**src/rtl/imul_idiv_wb_ctrl_pkg.sv**
```systemverilog
// Shared types and constants for the mul/div completion and writeback controller.
package imul_idiv_wb_ctrl_pkg;

  localparam int unsigned data_width     = 32;
  localparam int unsigned reg_addr_width = 5;

  localparam logic [reg_addr_width-1:0] x0_idx = '0;

  typedef enum logic [1:0] {
    st_idle = 2'b00,
    st_busy = 2'b01,
    st_hold = 2'b10
  } state_e;

endpackage

```
**src/rtl/imul_idiv_wb_ctrl.sv**
```systemverilog
// Tracks one outstanding mul/div op, takes its result and holds it for the regfile write port.
// Optional macro IMUL_IDIV_WB_BYPASS_EN forwards the result to the write port in the arrival cycle.
module imul_idiv_wb_ctrl
  import imul_idiv_wb_ctrl_pkg::*;
#(
  parameter int unsigned data_width_p     = data_width,
  parameter int unsigned reg_addr_width_p = reg_addr_width
) (
  input  logic                        clk_i,
  input  logic                        reset_i,
  input  logic                        issue_v_i,
  output logic                        issue_ready_o,
  input  logic [reg_addr_width_p-1:0] issue_rd_i,
  input  logic                        md_v_i,
  input  logic [data_width_p-1:0]     md_result_i,
  output logic                        md_yumi_o,
  output logic                        wb_v_o,
  output logic [reg_addr_width_p-1:0] wb_rd_o,
  output logic [data_width_p-1:0]     wb_data_o,
  input  logic                        wb_yumi_i,
  output logic                        pending_v_o,
  output logic [reg_addr_width_p-1:0] pending_rd_o
);

  state_e                      state_r, state_n;
  logic [reg_addr_width_p-1:0] rd_r, rd_n;
  logic [data_width_p-1:0]     data_r, data_n;
  logic                        rd_is_x0;

  assign rd_is_x0 = (rd_r == reg_addr_width_p'(x0_idx));

  // State and payload registers
  always_ff @(posedge clk_i) begin
    if (reset_i) begin
      state_r <= st_idle;
      rd_r    <= '0;
      data_r  <= '0;
    end else begin
      state_r <= state_n;
      rd_r    <= rd_n;
      data_r  <= data_n;
    end
  end

  // Next state and handshake outputs
  always_comb begin
    state_n       = state_r;
    rd_n          = rd_r;
    data_n        = data_r;
    issue_ready_o = 1'b0;
    md_yumi_o     = 1'b0;
    wb_v_o        = 1'b0;
    wb_rd_o       = '0;
    wb_data_o     = '0;
    pending_v_o   = 1'b0;
    pending_rd_o  = '0;

    case (state_r)
      st_idle: begin
        issue_ready_o = 1'b1;
        if (issue_v_i) begin
          rd_n    = issue_rd_i;
          state_n = st_busy;
        end
      end

      st_busy: begin
        pending_v_o  = 1'b1;
        pending_rd_o = rd_r;
        md_yumi_o    = md_v_i;
        if (md_v_i) begin
          data_n = md_result_i;
          // x0 results are consumed but never written back
          if (rd_is_x0) begin
            state_n = st_idle;
          end else begin
`ifdef IMUL_IDIV_WB_BYPASS_EN
            wb_v_o    = 1'b1;
            wb_rd_o   = rd_r;
            wb_data_o = md_result_i;
            state_n   = wb_yumi_i ? st_idle : st_hold;
`else
            state_n   = st_hold;
`endif
          end
        end
      end

      st_hold: begin
        pending_v_o  = 1'b1;
        pending_rd_o = rd_r;
        wb_v_o       = 1'b1;
        wb_rd_o      = rd_r;
        wb_data_o    = data_r;
        if (wb_yumi_i) state_n = st_idle;
      end

      default: state_n = st_idle;
    endcase
  end

  // The unit may only present a result while an op is outstanding here
  md_v_only_in_busy: assert property (
    @(posedge clk_i) disable iff (reset_i) md_v_i |-> (state_r == st_busy)
  );

endmodule

```
**config.mk**
```make
export PLATFORM = sky130hd
export DESIGN_NAME = imul_idiv_wb_ctrl
export DESIGN_NICKNAME = d
export VERILOG_FILES = /design/src/rtl/imul_idiv_wb_ctrl_pkg.sv /design/src/rtl/imul_idiv_wb_ctrl.sv
export SDC_FILE = /design/constraint.sdc
export NUM_CORES = 1
export LEC_CHECK = 0
export CORE_MARGIN = 4
export CORE_UTILIZATION = 42
export DETAILED_ROUTE_END_ITERATION = 7
export GPL_TIMING_DRIVEN = 0
export PLACE_DENSITY = 0.84
export SLEW_MARGIN = 10
export SYNTH_ARGS = -nofsm -noshare
export SYNTH_HDL_FRONTEND = slang
export SYNTH_SLANG_ARGS = --single-unit
```
**constraint.sdc**
```tcl
create_clock -name clk_i -period 2.1 [get_ports clk_i]
set_clock_uncertainty 0.05 [all_clocks]
set_input_delay 0.315 -clock clk_i [delete_from_list [all_inputs] [get_ports clk_i]]
set_output_delay 0.315 -clock clk_i [all_outputs]
set_load 0.03 [all_outputs]
```
==> results.toml, run 1 <==
[drt]
vias_per_cell = 4.71
dr.pass1.iters = 5
drt_iter0_drc = 93
vias = 1753
ant_nets = 0
wl_um = 4680
wl_per_cell_um = 12.6
drc = 0

[clocking]
htreeDepth = 2
postCtsSetupBuffers = 0
clock-root-buffer = "clkbuf_8"
cts.sinks = 39
cts_inserted_buffers = 5
clkTransAtPathRegs_ns = 0.07
tritoncts = "done"
clock_latency_ns = 0.28
cts.path.max_buffers = 2

[layout]
drive_gt1_share_pct = 17.7
syn2layout_area_growth_pct = 51.5
multi_input_area_um2 = 850
fin_util_pct = 65.7
diodes = 0
ff_latch_area_um2 = 782
layout.nets = 366
n_fill_cell = 374

[global_routing]
antenna_found_initial = 0
track_usage_pct = 19.1
grt_max_degree = 13
grt_pass1_vias = 1733
overflow = 0
grt_pass1_wl_um = 7870

[floorplanning]
rows = 23
die_area_mm2 = 0.00519
die_w_um = 72.0
core_area_mm2 = 0.00397
initial_core_util_pct = 43.4
io_pins = 88
dieHeight_um = 72.0

[timing]
fin_setup_tns_ns = 0
maxSlewViolCount = 0
rsz0062_at_grt = "no"
tightest_slew_ns = 0.469
final.min_clock_period_ns = 2.03
layout_setup_ws_ns = 0.0709
max_freq_mhz = 493
relSlewSlack_pct = 68.8
period_share_pct = 96.6
finalSetupViolCount = 0
hold_viol = 0

[setup_path]
worst-endpoint-required_ns = 1.74
crit_type = "reg2out"
slowest_stage = "dlygate4sd2_1"
cp_max_fo = 10
crit_family = "buffers and inverters"
max_stage_delay_ns = 0.41
crit_chain = "inv_1, ha_1, buf_4, and2_1, dlygate4sd2_1"
crit_buf_inv = 3
worst_ep_arrival_time_ns = 1.66
cp-end-kind = "output port"
worstSetupStartpointType = "flip-flop"

[power]
ir_drop_v = 0.000442
power_w = 0.00193
leakagePower_nw = 1.16
powerDensity_mw_per_mm2 = 738

[yosys]
synth-edff-count = 0
syn_area_mm2 = 0.00172
netlist_top_cells_count = "nand2_1 (71), and2_1 (42), dfxtp_1 (39)"
yosysTopAreaCellShare_pct = 45.3
synth_most_common_cell = "nand2_1"
ys_ff_latch = 39
yosys-top-cells-area = "dfxtp_1 (45%), nand2_1 (15%), and2_1 (15%)"
yosysUniqueCellTypes = 21
synth_fp_nets = 272
async_reset_ff_share_pct = 0
seq_area_frac_synth_pct = 45.3
yosysTopAreaCell = "dfxtp_1"
synth_cells = 227
syn_area_per_cell_um2 = 7.58
synth_ff_type = "dfxtp_1"
synth_warnings = 0

[worst_hold_path]
hold_class = "reg2reg"

[placed_design]
place_ws_ns = -0.315
io_buffers = 87
dp_hpwl_um = 3440
gp_congestion = 0.768

[run_status]
status = "finished clean"

[job]
maxCapViolations = 0
-- tightest hold or removal path, cell delays in order (launching register included) --
cell	delay, ns
dfxtp_1	0.31
nand2_1	0.05
a21oi_1	0.05
-- routing by layer --
layer | up-vias | global-route usage, % | wire length [um]
met4 | 0 | 5.64 | 28
li1 | 906 | - | -
met2 | 63 | 32.6 | 2310
met1 | 780 | 22.3 | 1870
met5 | - | 0 | 0
met3 | 4 | 7.06 | 467
-- worst paths after layout --
kind                      startpoint                      end  slack (ns)  cells past startpoint
max          state_r[0]$_SDFFE_PP0P_               wb_rd_o[4]        0.07                      5
min          data_r[28]$_SDFFE_PP0P_  data_r[28]$_SDFFE_PP0P_        0.40                      2
max reg2reg  state_r[1]$_SDFFE_PP0P_  state_r[0]$_SDFFE_PP0P_        0.53                      5
min reg2reg  data_r[28]$_SDFFE_PP0P_  data_r[28]$_SDFFE_PP0P_        0.40                      2
-- metrics by stage --
step	hold WS [ns]	instances	instance area, um^2
after floorplan	0.382	227	1720
after global placement	0.387	364	2660
after detailed placement	0.392	364	2660
after CTS	0.402	372	2610
after global routing	0.420	372	2610
final	0.399	372	2610
-- cell type report --
type | instances | area share [%]
buffer | 15 | 3.26
sequential | 39 | 30.0
clock buffer | 7 | 3.69
inverter | 6 | 0.863
timing repair buffer | 87 | 27.0
clock inverter | 1 | 0.288
multi-input combinational | 167 | 32.6
tap | 50 | 2.40
-- power by group --
part,switching (W),internal (W)
Clock,0.000256,0.000299
Sequential,0.0000408,0.000821
Combinational,0.000293,0.000217
Total,0.000590,0.00134
-- sequential cells by signal, summed over array words and instances, names as in the netlist --
name	flops
data_r	32
rd_r	5
state_r	2
-- cells by family after synthesis --
family                     count (synthesis)  synth area share, %
adders and majority gates                  3                 2.18
buffers and inverters                     21                 5.45
AOI/OAI and AO/OA                         40                 12.4
and+or+nand+nor                          123                 34.0
DFF                                       39                 45.3
muxes                                      1                0.581
-- cells in the final DEF, fill, tap and decap left out, drive strengths merged, types with 2 or more instances in the layout --
master	n
nand3	5
dlygate4sd2	10
and2	42
dfxtp	39
nand2b	2
buf	42
ha	3
clkdlybuf4s50	43
a21oi	37
inv	5
clkdlybuf4s15	3
nand2	71
clkbuf	11
-- repair_timing --
action / CTS / global route
gates cloned: 0 / 0
hold endpoints to repair: 0 / 0
hold buffers: 0 / 0
endpoints found under the setup margin: 44 / 32
gates resized for setup: 170 / 12
Power figures use the tool's default switching activity.
==> run 2, diff against run 1 <==
Settings changed: HOLD_SLACK_MARGIN set to 0.1.
==> results of run 2 <==
The final DEF is identical to that of run 1; final timing and power are the same.
==> run 3, diff against run 2 <==
Settings changed: REMOVE_ABC_BUFFERS set to 1.
==> results.toml, run 3 (same netlist as run 1, synthesis figures left out) <==
[global_routing]
use_met2_pct = 31.4
antenna_found_initial = 0
grt_max_degree = 42
overflow = 0
met3_usage_pct = 6.23
use_met1_pct = 17.2
grt_pass1_vias = 1683
track_usage_pct = 16.8
top_usage_layer = "met2"
grt_pass1_wl_um = 7060

[timing]
finalSetupViolCount = 0
hold_viol = 0
hold_ws_ns = 0.400
period_share_pct = 98.4
tightest_slew_ns = 0.731
final.min_clock_period_ns = 2.07
fin_setup_tns_ns = 0
max_freq_mhz = 484
relSlewSlack_pct = 51.2
rsz0062_at_grt = "yes"
layout_setup_ws_ns = 0.0327
maxSlewViolCount = 0

[worst_hold_path]
hold_class = "reg2reg"

[layout]
fin_util_pct = 64.4
drive_gt1_share_pct = 15.6
n_fill_cell = 382
layout.nets = 351
syn2layout_area_growth_pct = 48.6
fin_cells = 357
largest-register = "data_r"
top_regs = "data_r: 32 flops, rd_r: 5 flops, state_r: 2 flops"
largest_reg_flops = 32
layout_common_cells = "nand2_1 (70), and2_1 (42), clkdlybuf4s50_1 (40)"
diodes = 0
final_common_cell = "nand2_1"

[power]
leakagePower_nw = 1.05
clkPwrFrac_pct = 28.2
powerDensity_mw_per_mm2 = 745
pwr-share-comb_pct = 26.7
switching_share_pct = 30.8
p_sw_w = 0.000587
p_int_w = 0.00132
p_seq_share_pct = 45.1
ir_drop_v = 0.000508

[clocking]
htreeDepth = 2
tritoncts = "done"
cts_inserted_buffers = 5
holdBufCountCts = 0
clock_latency_ns = 0.28
clkTransAtPathRegs_ns = 0.07
cts.sinks = 39
clock-root-buffer = "clkbuf_8"
postCtsSetupBuffers = 0
cts.path.max_buffers = 2

[drt]
vias = 1712
drc = 0
ant_nets = 0
dr.pass1.iters = 4
wl_um = 4340
vias_per_cell = 4.80
drt_iter0_drc = 108
wl_per_cell_um = 12.2

[floorplanning]
die_w_um = 72.0
rows = 23
io_pins = 88
dieHeight_um = 72.0
die_area_mm2 = 0.00519
initial_core_util_pct = 43.4
core_area_mm2 = 0.00397

[setup_path]
cp_max_fo = 33
slowest_stage = "dfxtp_1"
r2r_setup_slack_ns = 0.48
worst_ep_arrival_time_ns = 1.70
max_stage_delay_ns = 0.34
crit_type = "reg2out"
cp-end-kind = "output port"
crit_chain = "inv_1, ha_2, nand2_8, inv_16, clkdlybuf4s15_2"
worstSetupStartpointType = "flip-flop"
crit_buf_inv = 3
worst-endpoint-required_ns = 1.74
crit_family = "buffers and inverters"

[placed_design]
gp_congestion = 0.711
place_ws_ns = -1.36
dp_hpwl_um = 3040
io_buffers = 87
dp.cells = 349

[run_status]
status = "finished clean"

[job]
maxCapViolations = 0
## run 3: changes by cell type in the layout (fill, tap and decap cells not counted), moves of 2 or more
cell / before / now
clkdlybuf4s15_1: 3 / 9
clkdlybuf4s50_1: 43 / 40
ha_1: 3 / 1
buf_2: 39 / 1
buf_4: 2 / 0
clkbuf_4: 3 / 0
dlygate4sd2_1: 10 / 3
clkbuf_2: 0 / 33
## run 3: final timing paths
check                           from                 endpoint  cells past startpoint
max reg2reg  state_r[0]$_SDFFE_PP0P_  state_r[0]$_SDFFE_PP0P_                      4
max          state_r[1]$_SDFFE_PP0P_                md_yumi_o                      5
min          data_r[24]$_SDFFE_PP0P_  data_r[24]$_SDFFE_PP0P_                      2
min reg2reg  data_r[24]$_SDFFE_PP0P_  data_r[24]$_SDFFE_PP0P_                      2
## run 3: power groups by stage
| stage | clock [W] | sequential (W) | combinational (W) |
|---|---|---|---|
| 2_1_floorplan | 0 | 0.000864 | 0.000289 |
| 3_3_place_gp | 0 | 0.000871 | 0.000486 |
| 3_5_place_dp | 0 | 0.000875 | 0.000501 |
| 4_1_cts | 0.000556 | 0.000859 | 0.000511 |
| 5_1_grt | 0.000590 | 0.000868 | 0.000565 |
| 6_report | 0.000537 | 0.000859 | 0.000509 |
## run 3: worst reg2reg max path: cells and delay by family (launching register included)
kind / cells / cell delay, ns
AOI/OAI and AO/OA: 1 / 0.49
DFF: 1 / 0.37
adders and majority gates: 1 / 0.28
muxes: 1 / 0.26
buffers and inverters: 1 / 0.10
## run 3: stage by stage
| stage | power (W) | instance area, um^2 |
|---|---|---|
| 2_1_floorplan | 0.00115 | 1650 |
| 3_3_place_gp | 0.00136 | 2580 |
| 3_5_place_dp | 0.00138 | 2580 |
| 4_1_cts | 0.00193 | 2670 |
| 5_1_grt | 0.00202 | 2560 |
| 6_report | 0.00191 | 2560 |
## run 3: cell type report
cell class / count / area [um^2] / area share, %
Clock buffer: 8 / 100 / 3.91
Inverter: 6 / 38.8 / 1.52
Multi-Input combinational cell: 167 / 878 / 34.3
Sequential cell: 39 / 781 / 30.5
Tap cell: 50 / 62.6 / 2.44
Timing Repair Buffer: 87 / 698 / 27.3
## run 3: what timing repair did
action                     CTS  global route
pin swaps                    1             0
setup endpoints to repair   79            43
hold endpoints to repair     0             0
gates resized for setup     57            77
## run 3: routing by layer
| layer | vias up | part of all wire (%) |
|---|---|---|
| met1 | 773 | 41 |
| li1 | 878 | - |
| met4 | 0 | 0.92 |
| met3 | 7 | 9.0 |
| met5 | - | 0 |
| met2 | 54 | 49 |
